`config.mk`:
```
export PLATFORM = sky130hd
export DESIGN_NAME = chk_compare
export DESIGN_NICKNAME = d
export VERILOG_FILES = /design/src/rtl/result_checker_compare.sv
export SDC_FILE = /design/constraint.sdc
export NUM_CORES = 1
export LEC_CHECK = 0
export CORE_AREA = 4 4 45 47
export DETAILED_ROUTE_END_ITERATION = 10
export DIE_AREA = 0 0 49 51
export GPL_ROUTABILITY_DRIVEN = 0
export GPL_TIMING_DRIVEN = 0
export PLACE_DENSITY = 0.94
export SYNTH_ARGS = -nofsm -noshare
export SYNTH_HDL_FRONTEND = slang
export SYNTH_SLANG_ARGS = --single-unit
export TNS_END_PERCENT = 30
```
`constraint.sdc`:
```
create_clock -name vclk -period 2.4
set_input_delay 0.48 -clock vclk [all_inputs]
set_output_delay 0.48 -clock vclk [all_outputs]
set_load 0.005 [all_outputs]
```
`src/rtl/result_checker_compare.sv`:
```
// Four-state exact compare of one channel slice.
module chk_compare #(
    parameter int WIDTH = 32
) (
    input  logic [WIDTH-1:0] a,
    input  logic [WIDTH-1:0] b,
    output logic             eq
);

    // Case equality: X/Z bits must match exactly to count as equal.
    always_comb begin
        eq = (a === b);
    end

endmodule

```
==> metrics.csv <==
metric,value,unit
hpwl,1380,um
slew_headroom,81.7,%
maxCapViolCount,0,
avgViaCountPerCell,4.33,
critPathRequiredTime,1.92,ns
outcome,"complete, no violations",
arrival,1.77,ns
antenna_found_initial,0,
ios,65,
clockBufferCount,0,
gr-total-overflow,0,
via_count,541,
fin_area,0.00103,sq mm
setup_viol,0,
rows,15,
hold_path_class,input port to output pin,
drc,0,
leakage,0.397,nW
io_buffers,65,
finalCritPeriodShare,93.7,%
fmax,0.445,GHz
avgSynthCellArea,8.06,sq um
cp_cell_sequence,clkdlybuf4s50_1 > xor2_1 > nor4_1 > nand4_1 > nor2_1 > clkbuf_2,
dr.pass1.iters,1,
hp-start,a[20],
crit_fanout,1,
grt_max_degree,2,
hold_viol,0,
drive_gt1_share,2.78,%
critPathKind,input port to output pin,
tightestPinTransition,0.272,ns
power.density,153,mW/mm^2
diodes,0,
die_w,49,um
critPathCaptureType,output pin,
critical-path-slowest-cell,clkdlybuf4s50_1,
wl_per_cell,11.3,um
die_h,51,um
drt-total-wl,1410,um
syn_nets,107,
fillers,159,
seq_cells,0,
synth_seq_area_share,0,%
ir_drop,0.0770,mV
grt_pass1_wl,2240,um
synth_cell_type_count,4,
slowest_delay,0.42,ns
multi_input_area,359,sq um
drv_slew,0,
nets,174,
dr.first_iter.drc_count,0,
startpoint,b[23],
syn2layout_area_growth,196,%
grt_pass1_vias,559,
drtAntennaViolNets,0,
core,0.00165,sq mm
dp.cells,125,
syn-instance-count,43,
dieArea,0.00250,sq mm
syn_area,347,sq um
stdcell_count,125,
grtUsageTotal,10.6,%
rsz0062_at_grt,no,
register_area,0,sq um
postPlaceCellArea,0.00102,sq mm
ys.warnings.count,0,
start_util,21.0,%
start_kind,input port,
period_minus_slack,2.25,ns
## cell type report
cell class	count	share of cell area, %
multi-input cells	43	35.0
well taps	17	2.07
repair buffers	65	62.9
## stage by stage
| step | TNS [ns] | setup slack (ns) | hold slack, ns | power (mW) | utilization [%] |
|---|---|---|---|---|---|
| after global routing | 0 | 0.0855 | 1.83 | 0.169 | 62.1 |
| after detailed placement | -0.270 | -0.270 | 2.10 | 0.156 | 61.7 |
| final | 0 | 0.152 | 1.77 | 0.157 | 62.1 |
| after floorplan | 0 | 0.808 | 1.21 | 0.0377 | - |
| after CTS | 0 | 0.0146 | 1.87 | 0.156 | 61.7 |
| after global placement | -0.274 | -0.274 | 2.11 | 0.153 | 61.7 |
## critical path, delay by kind of cell
kind | cells | cell delay [ns]
simple gates | 3 | 0.58
buf+inv | 2 | 0.54
xor+xnor | 1 | 0.16
## worst paths after layout
path | endpoint | slack (ns) | depth (start not counted)
max | eq | 0.15 | 6
min | eq | 1.77 | 6
## cell usage after synthesis, drive strengths merged
library cell	n	area share [%]
xor2	32	81
nor4	8	14
nor2	1	1.1
nand4	2	3.6
## per-layer routing
layer | vias up | track usage [%] | routed length (um)
li1 | 279 | - | -
met1 | 219 | 10.2 | 458
met2 | 43 | 22.6 | 746
met3 | 0 | 3.50 | 205
met4 | 0 | 0 | 0
met5 | - | 0 | 0
## where the power goes
group	switching, mW	internal [mW]
logic	0.0416	0.116
registers	0	0
clock network	0	0
## repair_timing
action / 4_1_cts / 5_1_grt
setup endpoints to repair: 1 / 1
gates resized for setup: 2 / 3
hold buffers: 0 / 0
setup buffers: 0 / 0
pin swaps: 2 / 3
## layout by cell type (no fill, tap or decap), drive strengths merged
cell           synthesis  routed
clkbuf                 0       1
clkdlybuf4s50          0      64
nand4                  2       2
nor2                   1       1
nor4                   8       8
xor2                  32      32
## cells by family (layout without fill, tap and decap cells)
| group | Yosys count | count (layout) | synth area share, % |
|---|---|---|---|
| XOR/XNOR | 32 | 32 | 80.9 |
| buffers and inverters | 0 | 65 | 0 |
| AND/OR/NAND/NOR | 11 | 11 | 19.1 |
No activity file was read; power rests on OpenSTA's default activity.
